$ cat src/rtl/serial_adder_ctrl.sv
// Bit-serial adder controller: one full-adder cell, WIDTH+1 cycle op.
// Optional OVERFLOW_FLAG_EN adds the signed-overflow output ovf.

module half_adder (
  input  logic a,
  input  logic b,
  output logic sum,
  output logic carry
);
  assign sum   = a ^ b;
  assign carry = a & b;
endmodule

module FullAdder_using2halfadders (
  input  logic a,
  input  logic b,
  input  logic Cin,
  output logic sum,
  output logic carry
);
  logic s0, c0, c1;

  half_adder u_ha0 (
    .a     (a),
    .b     (b),
    .sum   (s0),
    .carry (c0)
  );

  half_adder u_ha1 (
    .a     (s0),
    .b     (Cin),
    .sum   (sum),
    .carry (c1)
  );

  assign carry = c0 | c1;
endmodule

module serial_adder_ctrl #(
  parameter int WIDTH = 8
) (
  input  logic             clk,
  input  logic             rst,
  input  logic             start,
  input  logic [WIDTH-1:0] a,
  input  logic [WIDTH-1:0] b,
  input  logic             cin,
  output logic             busy,
  output logic             done,
  output logic [WIDTH-1:0] sum,
  output logic             cout
`ifdef OVERFLOW_FLAG_EN
  ,
  output logic             ovf
`endif
);

  localparam int CW = $clog2(WIDTH) + 1;
  localparam logic [CW-1:0] LAST = CW'(WIDTH - 1);

  typedef enum logic [1:0] {
    S_IDLE,
    S_RUN,
    S_DONE
  } state_e;

  state_e           state_q, state_d;
  logic [WIDTH-1:0] sa_q, sa_d;
  logic [WIDTH-1:0] sb_q, sb_d;
  logic [WIDTH-1:0] acc_q, acc_d;
  logic             cy_q, cy_d;
  logic [CW-1:0]    cnt_q, cnt_d;
  logic [WIDTH-1:0] sum_q, sum_d;
  logic             cout_q, cout_d;
`ifdef OVERFLOW_FLAG_EN
  logic             ovf_q, ovf_d;
`endif

  logic             fa_sum;
  logic             fa_carry;
  logic [WIDTH-1:0] acc_nxt;

  FullAdder_using2halfadders u_fa (
    .a     (sa_q[0]),
    .b     (sb_q[0]),
    .Cin   (cy_q),
    .sum   (fa_sum),
    .carry (fa_carry)
  );

  // New sum bit enters at the MSB so the LSB-first result lands aligned.
  assign acc_nxt = {fa_sum, acc_q[WIDTH-1:1]};

  // Next-state, datapath and result updates.
  always_comb begin
    state_d = state_q;
    sa_d    = sa_q;
    sb_d    = sb_q;
    acc_d   = acc_q;
    cy_d    = cy_q;
    cnt_d   = cnt_q;
    sum_d   = sum_q;
    cout_d  = cout_q;
`ifdef OVERFLOW_FLAG_EN
    ovf_d   = ovf_q;
`endif
    unique case (state_q)
      S_IDLE, S_DONE: begin
        if (start) begin
          state_d = S_RUN;
          sa_d    = a;
          sb_d    = b;
          cy_d    = cin;
          acc_d   = '0;
          cnt_d   = '0;
        end else begin
          state_d = S_IDLE;
        end
      end
      S_RUN: begin
        acc_d = acc_nxt;
        sa_d  = {1'b0, sa_q[WIDTH-1:1]};
        sb_d  = {1'b0, sb_q[WIDTH-1:1]};
        cy_d  = fa_carry;
        cnt_d = cnt_q + 1'b1;
        if (cnt_q == LAST) begin
          sum_d   = acc_nxt;
          cout_d  = fa_carry;
`ifdef OVERFLOW_FLAG_EN
          // cy_q is the carry into the MSB on this last step.
          ovf_d   = cy_q ^ fa_carry;
`endif
          state_d = S_DONE;
        end
      end
      default: state_d = S_IDLE;
    endcase
  end

  // State and datapath registers with synchronous reset.
  always_ff @(posedge clk) begin
    if (rst) begin
      state_q <= S_IDLE;
      sa_q    <= '0;
      sb_q    <= '0;
      acc_q   <= '0;
      cy_q    <= 1'b0;
      cnt_q   <= '0;
      sum_q   <= '0;
      cout_q  <= 1'b0;
`ifdef OVERFLOW_FLAG_EN
      ovf_q   <= 1'b0;
`endif
    end else begin
      state_q <= state_d;
      sa_q    <= sa_d;
      sb_q    <= sb_d;
      acc_q   <= acc_d;
      cy_q    <= cy_d;
      cnt_q   <= cnt_d;
      sum_q   <= sum_d;
      cout_q  <= cout_d;
`ifdef OVERFLOW_FLAG_EN
      ovf_q   <= ovf_d;
`endif
    end
  end

  assign busy = (state_q == S_RUN);
  assign done = (state_q == S_DONE);
  assign sum  = sum_q;
  assign cout = cout_q;
`ifdef OVERFLOW_FLAG_EN
  assign ovf  = ovf_q;
`endif

endmodule

$ cat config.mk
export PLATFORM = sky130hd
export DESIGN_NAME = serial_adder_ctrl
export DESIGN_NICKNAME = d
export VERILOG_FILES = /design/src/rtl/serial_adder_ctrl.sv
export SDC_FILE = /design/constraint.sdc
export NUM_CORES = 1
export LEC_CHECK = 0
export BUFFER_PORTS_ARGS = -buffer_cell sky130_fd_sc_hd__buf_4
export CELL_PAD_IN_SITES_DETAIL_PLACEMENT = 0
export CELL_PAD_IN_SITES_GLOBAL_PLACEMENT = 1
export CORE_MARGIN = 4
export CORE_UTILIZATION = 41
export CTS_CLUSTER_SIZE = 40
export DETAILED_ROUTE_END_ITERATION = 6
export GPL_ROUTABILITY_DRIVEN = 1
export PLACE_DENSITY_LB_ADDON = 0.1
export SLEW_MARGIN = 20
export SYNTH_ARGS = -nofsm -noshare
export SYNTH_HDL_FRONTEND = slang
export SYNTH_SLANG_ARGS = --single-unit
$ cat constraint.sdc
create_clock -name clk -period 1.65 [get_ports clk]
set_input_delay 0.165 -clock clk [delete_from_list [all_inputs] [get_ports clk]]
set_output_delay 0.165 -clock clk [all_outputs]
set_load 0.01 [all_outputs]
==> results_dict.tcl, run 1 <==
set metrics [dict create \
    r2r_cells 4 \
    antennaDiodeCount 0 \
    cts_made_buffers 5 \
    cts_resized 0 \
    pin_count 31 \
    fp.dieArea_um2 5140 \
    hold_viol_final 0 \
    cts.sinks 39 \
    fin_tns_setup_ns 0 \
    vias 1339 \
    drt_first_pass_iters 4 \
    utilization 0.519 \
    path_class "reg2out" \
    synth_area_leaders "dfxtp_1 47%, a21oi_1 8.4%, nand3_1 7.8%, nand2b_1 7.5%, a22oi_1 6.8%" \
    area.growth.synth_to_final_pct 18.5 \
    powerDensity_nw_per_um2 926 \
    syn_area_um2 1660 \
    cp_max_fo 18 \
    synth_cell_types 26 \
    rsz0062_at_grt "no" \
    num_rows 22 \
    syn-num-nets 200 \
    worst_pin_slew_ns 0.448 \
    core_area_um2 3800 \
    finClkSkew_ns 0.00436 \
    placed_area_um2 1890 \
    clk_pin_slew_worst_paths_ns 0.07 \
    ys_seq_area_frac 0.469 \
    yosysTopAreaCellShare 0.469 \
    status "completed" \
    nFillCells 371 \
    ys_warn_count 0 \
    io_buffers 30 \
    yosysTopAreaCell "dfxtp_1" \
    synth-seq-cells 39 \
    grt_usage 0.139 \
    cp.arrival_ns 1.37 \
    ctsHoldBuffers 0 \
    die_w_um 71.7 \
    cap_violations 0 \
    finalSetupViolations 0 \
    cp-start-kind "flip-flop" \
    drive_gt1_frac 0.223 \
    fin_crit_sh 0.929 \
    power_leakage_nw 0.743 \
    ir_drop_mv 0.531 \
    dp_hpwl_mm 2.26 \
    slew_viol_final 0 \
    dp_cells 246 \
    required_ns 1.48 \
    ant_nets 0 \
    clockRootBuffer "clkbuf_8" \
    stdcell_count 254 \
    clk_path_buf_depth 2 \
    gp_congestion 0.747 \
    syn_inst 178 \
    hold_ws_ns 0.119 \
    fin_crit_ns 1.53 \
    relSlewSlack 0.702 \
    tritoncts "done" \
    postCtsSetupBuffers 0 \
    grt_pass1_wl_mm 5.70 \
    wirelength_mm 3.45 \
    first_iter_violations 75 \
    grt_max_degree 50 \
    insertion_delay_ns 0.29 \
    vias_per_cell 5.27 \
    hold_depth 3 \
    drc 0 \
    wl_per_cell_um 13.6 \
    grt_antenna_before_repair 0 \
    first_global_vias 1239 \
    grt_overflow 0 \
    fmax_mhz 652 \
    hold_class "in2reg" \
    h-tree-depth 2 \
    end_kind "output port" \
    fin_nets 227 \
    start_util 0.438 \
    finalInstanceArea_um2 1970 \
    die_h_um 71.7 \
    avgSynthCellArea_um2 9.35 \
]
==> cell type report <==
cell class	count	area [um2]	area share
Clock buffer	7	76.3	0.0387
Multi-Input combinational cell	123	782	0.397
Inverter	1	5.00	0.00254
Clock inverter	1	5.00	0.00254
Tap cell	48	60.1	0.0305
Sequential cell	39	781	0.396
Timing Repair Buffer	35	263	0.133
==> path summary, 6_finish.rpt <==
check | from | to | slack (ns)
hold reg to reg | sa_q[7] | sa_q[7] | 0.47
setup reg to reg | cnt_q[0] | sum[4] | 0.29
hold / removal | a[7] | sa_q[7] | 0.12
setup / recovery | state_q[1] | busy | 0.12
==> cells in the mapped netlist (all sizes together) <==
cell type and count:
fa 1, nor3 1, clkinv 1, a22oi 15
a211oi 1, mux2 2, nor3b 1, nand2 10
buf 12, nor2b 2, nand4 1, mux2i 9
clkbuf 3, ha 1, a21oi 28, nand3 26
dfxtp 39, nor2 3, nand3b 1, nand2b 21
==> layout by cell type, fill, tap and decap left out, types with 2 or more instances in the layout <==
| cell | count |
|---|---|
| nand2b_1 | 20 |
| dfxtp_1 | 39 |
| nor2_1 | 2 |
| clkinv_2 | 2 |
| mux2i_1 | 9 |
| a22oi_1 | 15 |
| nand2_1 | 10 |
| nand3_1 | 26 |
| clkbuf_1 | 2 |
| buf_4 | 35 |
| nor2b_1 | 2 |
| clkbuf_8 | 5 |
| a21oi_1 | 28 |
==> kinds of logic (layout without fill, tap and decap cells) <==
| kind of cell | after synthesis | after routing | synth area share |
|---|---|---|---|
| AO/OA/AOI/OAI | 44 | 44 | 0.159 |
| adder cells (fa/ha/maj) | 2 | 2 | 0.0195 |
| buffers and inverters | 16 | 44 | 0.0609 |
| flip-flops | 39 | 39 | 0.469 |
| multiplexers | 11 | 11 | 0.0699 |
| AND/OR/NAND/NOR | 66 | 66 | 0.221 |
==> report_power, final <==
group,switching [mW],internal [mW]
clock,0.321,0.296
sequential,0.0218,0.977
combinational,0.118,0.0929
==> routing by layer <==
metal,part of all wire,global-route usage,vias to the layer above
met5,0,0,-
met4,0.014,0.0752,0
met3,0.066,0.0449,5
met2,0.46,0.201,31
met1,0.46,0.182,622
li1,-,-,681
==> flip-flops by register name, indices dropped and copies added (netlist names) <==
signal / count
cout: 1
sum: 8
cy_q: 1
cnt_q: 4
state_q: 2
sb_q: 8
acc_q: 7
sa_q: 8
==> metrics by stage <==
stage                     setup WS, ns  power [mW]
after global routing            0.0448        1.91
after CTS                        0.110        1.84
after detailed placement         0.288        1.23
after floorplan                  0.452        1.17
final                            0.117        1.83
after global placement           0.318        1.23
==> critical path: stages (launching register included) <==
cell	delay, ns
dfxtp_1	0.32
nand2b_2	0.14
clkinv_2	0.21
buf_4	0.26
buf_4	0.15
Power figures use the tool's default switching activity.
==> run 2: changes to the inputs <==
Settings changed: CORE_ASPECT_RATIO from default to 1.5, GPL_ROUTABILITY_DRIVEN 1 to 0.
==> run 2 against run 1 <==
- non-clock buffer count unchanged
- setup slack better by 0.19 ns
- register-to-register slack better by 0.02 ns
- combinational power about the same
- critical endpoint is now sum[1]
- clock power decreased by 1%
- via count grew 3.1%
==> results_dict.tcl, run 2 (synthesis results as in run 1) <==
set metrics [dict create \
    status "completed" \
    holdPathEnd "sb_q[7]" \
    h-tree-depth 2 \
    stdcell_count 251 \
    antennaDiodeCount 0 \
    p_switching_mw 0.454 \
    power_leakage_nw 0.743 \
    postCtsSetupBuffers 0 \
    ir_drop_mv 0.566 \
    cp_cell_sequence "ha_1 > nand3b_1 > nor2_8 > mux2i_1" \
    fmax_mhz 746 \
    grt_overflow 0 \
    core_area_um2 3920 \
    reg2reg_to "sum[1]" \
    drive_gt1_frac 0.223 \
    rsz0062_at_grt "no" \
    clk_path_buf_depth 2 \
    pwr-share-seq 0.548 \
    grt_pass1_wl_mm 5.78 \
    wl_per_cell_um 13.8 \
    end_kind "flip-flop" \
    fin_ws_ns 0.309 \
    multi_input_area_um2 782 \
    vias 1380 \
    p_sw_frac 0.250 \
    vias_per_cell 5.50 \
    first_iter_violations 54 \
    internal_power_mw 1.37 \
    cap_violations 0 \
    cp_slowest_cell "dfxtp_1" \
    num_rows 28 \
    r2r_cells 4 \
    clockRootBuffer "clkbuf_8" \
    pin_count 31 \
    area.growth.synth_to_final_pct 18.3 \
    crit_path_max_incr_delay_ns 0.37 \
    ctsHoldBuffers 0 \
    finalSetupViolations 0 \
    slew_viol_final 0 \
    dp_hpwl_mm 2.35 \
    finalInstanceArea_um2 1970 \
    cts_resized 0 \
    relSlewSlack 0.709 \
    clk_pin_slew_worst_paths_ns 0.07 \
    final_common_cell "dfxtp_1" \
    powerDensity_nw_per_um2 925 \
    fp.dieArea_um2 5160 \
    start_util 0.424 \
    die_w_um 60.0 \
    grt_antenna_before_repair 0 \
    clock_power_share 0.335 \
    worst_pin_slew_ns 0.436 \
    drc 0 \
    hold_class "in2reg" \
    insertion_delay_ns 0.29 \
    tritoncts "done" \
    drt_first_pass_iters 4 \
    grt_max_degree 50 \
    ant_nets 0 \
    grt_usage 0.144 \
    cts.sinks 39 \
    nFillCells 398 \
    mostFrequentLayoutCells "39 x dfxtp_1, 35 x buf_4, 28 x a21oi_1, 26 x nand3_1, 20 x nand2b_1" \
    cts_made_buffers 5 \
    cp.arrival_ns 1.56 \
    hold_viol_final 0 \
    wirelength_mm 3.46 \
    dp_slack_ns 0.306 \
    fin_crit_sh 0.813 \
    io_buffers 30 \
    cp-start-kind "flip-flop" \
    hold_depth 3 \
    rrSetupSlack_ns 0.31 \
    regArea_um2 781 \
    power_frac_comb 0.116 \
    cp_max_fo 9 \
    min-delay-start "b[7]" \
    reg2reg_from "cnt_q[0]" \
    required_ns 1.87 \
    fin_tns_setup_ns 0 \
    path_class "reg2reg" \
    dp_cells 243 \
    finClkSkew_ns 0.00354 \
    fin_crit_ns 1.34 \
    die_h_um 86.0 \
    placed_area_um2 1890 \
    fin_nets 227 \
    first_global_vias 1336 \
]
## run 2: cell counts in the layout (fill, tap and decap cells not counted)
No cell type changed its count.
## run 2: power groups by stage
stage / clock [mW] / sequential (mW) / combinational, mW
2_1_floorplan: 0 / 1.01 / 0.156
3_3_place_gp: 0 / 1.02 / 0.209
3_5_place_dp: 0 / 1.02 / 0.214
4_1_cts: 0.635 / 0.998 / 0.214
5_1_grt: 0.673 / 1.00 / 0.237
6_report: 0.610 / 0.998 / 0.212
## run 2: metal layers
metal	vias up	global-route usage	part of all wire
met3	10	0.0286	0.063
met5	-	0	0
met2	44	0.251	0.52
met1	649	0.161	0.40
li1	677	-	-
met4	0	0.0665	0.017
## run 2: final cells by class
type,instances,area share
Clock buffer,7,0.0388
Clock inverter,1,0.00254
Inverter,1,0.00254
Multi-Input combinational cell,123,0.397
Sequential cell,39,0.397
Tap cell,45,0.0286
Timing Repair Buffer,35,0.134
## run 2: worst max path at each step
stage / start / endpoint / slack (ns) / cells after the start
floorplan: cnt_q[0] / cout / 0.45 / 4
global placement: state_q[1] / sb_q[5] / 0.35 / 5
detailed placement: cnt_q[0] / sum[0] / 0.31 / 4
CTS: cnt_q[0] / sum[7] / 0.29 / 4
global route: cnt_q[0] / sum[0] / 0.17 / 4
finish: cnt_q[0] / sum[1] / 0.31 / 4
## run 2: worst max-delay path, delay by kind of cell (launching register included)
kind | cells | cell delay [ns]
fa+ha+maj | 1 | 0.20
mux | 1 | 0.21
flops | 1 | 0.37
simple gates | 2 | 0.48
## run 2: metrics by stage
step | util | total power [mW] | hold slack, ns
final | 0.502 | 1.82 | 0.124
after global routing | 0.502 | 1.91 | 0.134
after CTS | 0.502 | 1.85 | 0.122
after detailed placement | 0.481 | 1.23 | 0.429
after global placement | 0.481 | 1.23 | 0.414
after floorplan | - | 1.17 | 0.301
==> run 3: changes to the inputs <==
Settings changed: ABC_AREA from default to 1, CORE_UTILIZATION 41 to 40.
Clock period 1.65 ns to 1.4 ns, I/O delays scaled along.
==> run 3 against run 2 <==
- core utilization shrank 0.13 points
- area after synthesis grew 8.5%
- sequential power grew 18%
- register-to-register slack lost 0.17 ns
- power grew 35%
- largest power group unchanged
- first-iteration DRC count grew 20%
- combinational power grew 35%
- clock skew grew 0.0021 ns
- synthesized cell count grew 36%
==> results_dict.tcl, run 3 <==
set metrics [dict create \
    status "completed" \
    synth_flop_cell "dfxtp_1" \
    cts_made_buffers 5 \
    synth_area_leaders "dfxtp_1 43%, nand3_1 21%, nand2_1 8.3%, a21oi_1 7.8%, inv_1 4.2%" \
    rsz0062_at_grt "no" \
    fin_crit_sh 0.951 \
    io_buffers 30 \
    insertion_delay_ns 0.29 \
    path_common_cell "buf_4" \
    die_w_um 62.9 \
    fin_tns_setup_ns 0 \
    avgSynthCellArea_um2 7.46 \
    cp-start-kind "flip-flop" \
    cts.sinks 39 \
    pin_count 31 \
    cp.arrival_ns 1.19 \
    slew_viol_final 0 \
    worst_pin_slew_ns 0.571 \
    ys_warn_count 0 \
    cp_max_fo 16 \
    synth_common_cells "76 x nand3_1, 40 x nand2_1, 39 x dfxtp_1, 28 x a21oi_1, 20 x inv_1" \
    utilization 0.500 \
    finalInstanceArea_um2 2140 \
    cp_slowest_cell "dfxtp_1" \
    vias 1638 \
    synth-seq-cells 39 \
    grt_antenna_before_repair 0 \
    fp.dieArea_um2 5670 \
    cp_cell_sequence "inv_2 > buf_4 > nor2_1 > buf_4" \
    worst-path-buf-inv 3 \
    wirelength_mm 4.20 \
    cap_violations 0 \
    crit_family "flip-flops" \
    antennaDiodeCount 0 \
    wl_per_cell_um 13.3 \
    fmax_mhz 751 \
    clockRootBuffer "clkbuf_8" \
    path_class "reg2out" \
    required_ns 1.26 \
    syn_inst 242 \
    grt_overflow 0 \
    die_h_um 90.3 \
    crit_path_max_incr_delay_ns 0.39 \
    finalSetupViolations 0 \
    clk_pin_slew_worst_paths_ns 0.08 \
    clk_path_buf_depth 2 \
    dp_hpwl_mm 2.77 \
    tritoncts "done" \
    hold_viol_final 0 \
    drt_first_pass_iters 4 \
    syn_area_um2 1810 \
    dp_cells 308 \
    grt_max_degree 29 \
    powerDensity_nw_per_um2 1140 \
    synth_edf_count 0 \
    placed_area_um2 2020 \
    end_kind "output port" \
    vias_per_cell 5.17 \
    power_mw 2.45 \
    grt_pass1_wl_mm 7.27 \
    hold_class "in2reg" \
    ir_drop_mv 0.537 \
    first_global_vias 1625 \
    ant_nets 0 \
    synthArstFlopShare 0 \
    grt_usage 0.156 \
    num_rows 29 \
    yosysMostFrequentCell "nand3_1" \
    area.growth.synth_to_final_pct 18.6 \
    synth_cell_types 20 \
    power_leakage_nw 0.957 \
    mostFrequentLayoutCells "76 x nand3_1, 41 x nand2_1, 37 x dfxtp_1, 37 x buf_4, 28 x a21oi_1" \
    fin_nets 292 \
    start_util 0.422 \
    yosysTopAreaCell "dfxtp_1" \
    nFillCells 481 \
    syn-num-nets 264 \
    ys_seq_area_frac 0.432 \
    drc 0 \
    yosysTopAreaCellShare 0.432 \
    finClkSkew_ns 0.00562 \
    drive_gt1_frac 0.203 \
    h-tree-depth 2 \
    first_iter_violations 65 \
    fin_crit_ns 1.33 \
    final_common_cell "nand3_1" \
    relSlewSlack 0.619 \
    stdcell_count 317 \
    core_area_um2 4280 \
]
## run 3: cell count changes after synthesis, moves of 15 or more
cell      delta
nand3_1     +50
nand2_1     +30
inv_1       +20
nand2b_1    -20
a22oi_1     -15
## run 3: cells by family after synthesis
| logic type | after synthesis | synth area share |
|---|---|---|
| and+or+nand+nor | 132 | 0.350 |
| buffers and inverters | 39 | 0.116 |
| DFF | 39 | 0.432 |
| AOI/OAI and AO/OA | 30 | 0.0832 |
| adders and majority gates | 2 | 0.0180 |
## run 3: worst reg2reg max path, stage by stage, from the launching register on
cell and delay [ns]:
dfxtp_1 0.38, ha_1 0.20, nand2_1 0.09, nor2_2 0.17, nand2_1 0.16, nand3_1 0.10
nand2_1 0.06
## run 3: report_power, final
group          total, mW  switching, mW  internal [mW]
sequential          1.18         0.0296           1.15
combinational      0.287          0.172          0.115
clock              0.982          0.405          0.577
## run 3: path summary, 6_finish.rpt
path | from | end | slack (ns) | cells after the start
setup / recovery | state_q[1] | done | 0.07 | 4
hold / removal | a[7] | sa_q[7] | 0.12 | 3
setup reg to reg | cnt_q[1] | sum[5] | 0.14 | 6
hold reg to reg | cnt_q[0] | cnt_q[0] | 0.46 | 1
## run 3: per-layer routing
layer  up-vias  wire length, um  part of all wire  global-route usage
met3         2              232             0.055              0.0436
met2        39             2220              0.53               0.285
met4         0               18            0.0043              0.0552
li1        856                -                 -                   -
met5         -                0                 0                   0
met1       741             1730              0.41               0.170
## run 3: final cells by class
class                           count  area (um2)  share of cell area
Timing Repair Buffer               37         278               0.130
Tap cell                           46        57.6              0.0269
Clock buffer                        6        82.6              0.0386
Sequential cell                    39         783               0.366
Multi-Input combinational cell    165         821               0.383
Inverter                           22        85.1              0.0397
Clock inverter                      2        35.0              0.0164
## run 3: stage by stage
stage / setup slack [ns] / hold slack [ns]
after global routing: 0.0174 / 0.132
after detailed placement: 0.130 / 0.424
after floorplan: 0.305 / 0.287
after global placement: 0.136 / 0.423
final: 0.0680 / 0.118
after CTS: 0.0172 / 0.108
## run 3: what timing repair did
action | 4_1_cts | 5_1_grt
buffers inserted | 0 | 0
gates resized for setup | 0 | 3
endpoints found under the setup margin | 0 | 5
hold buffers | 0 | 0
hold endpoints to repair | 0 | 0
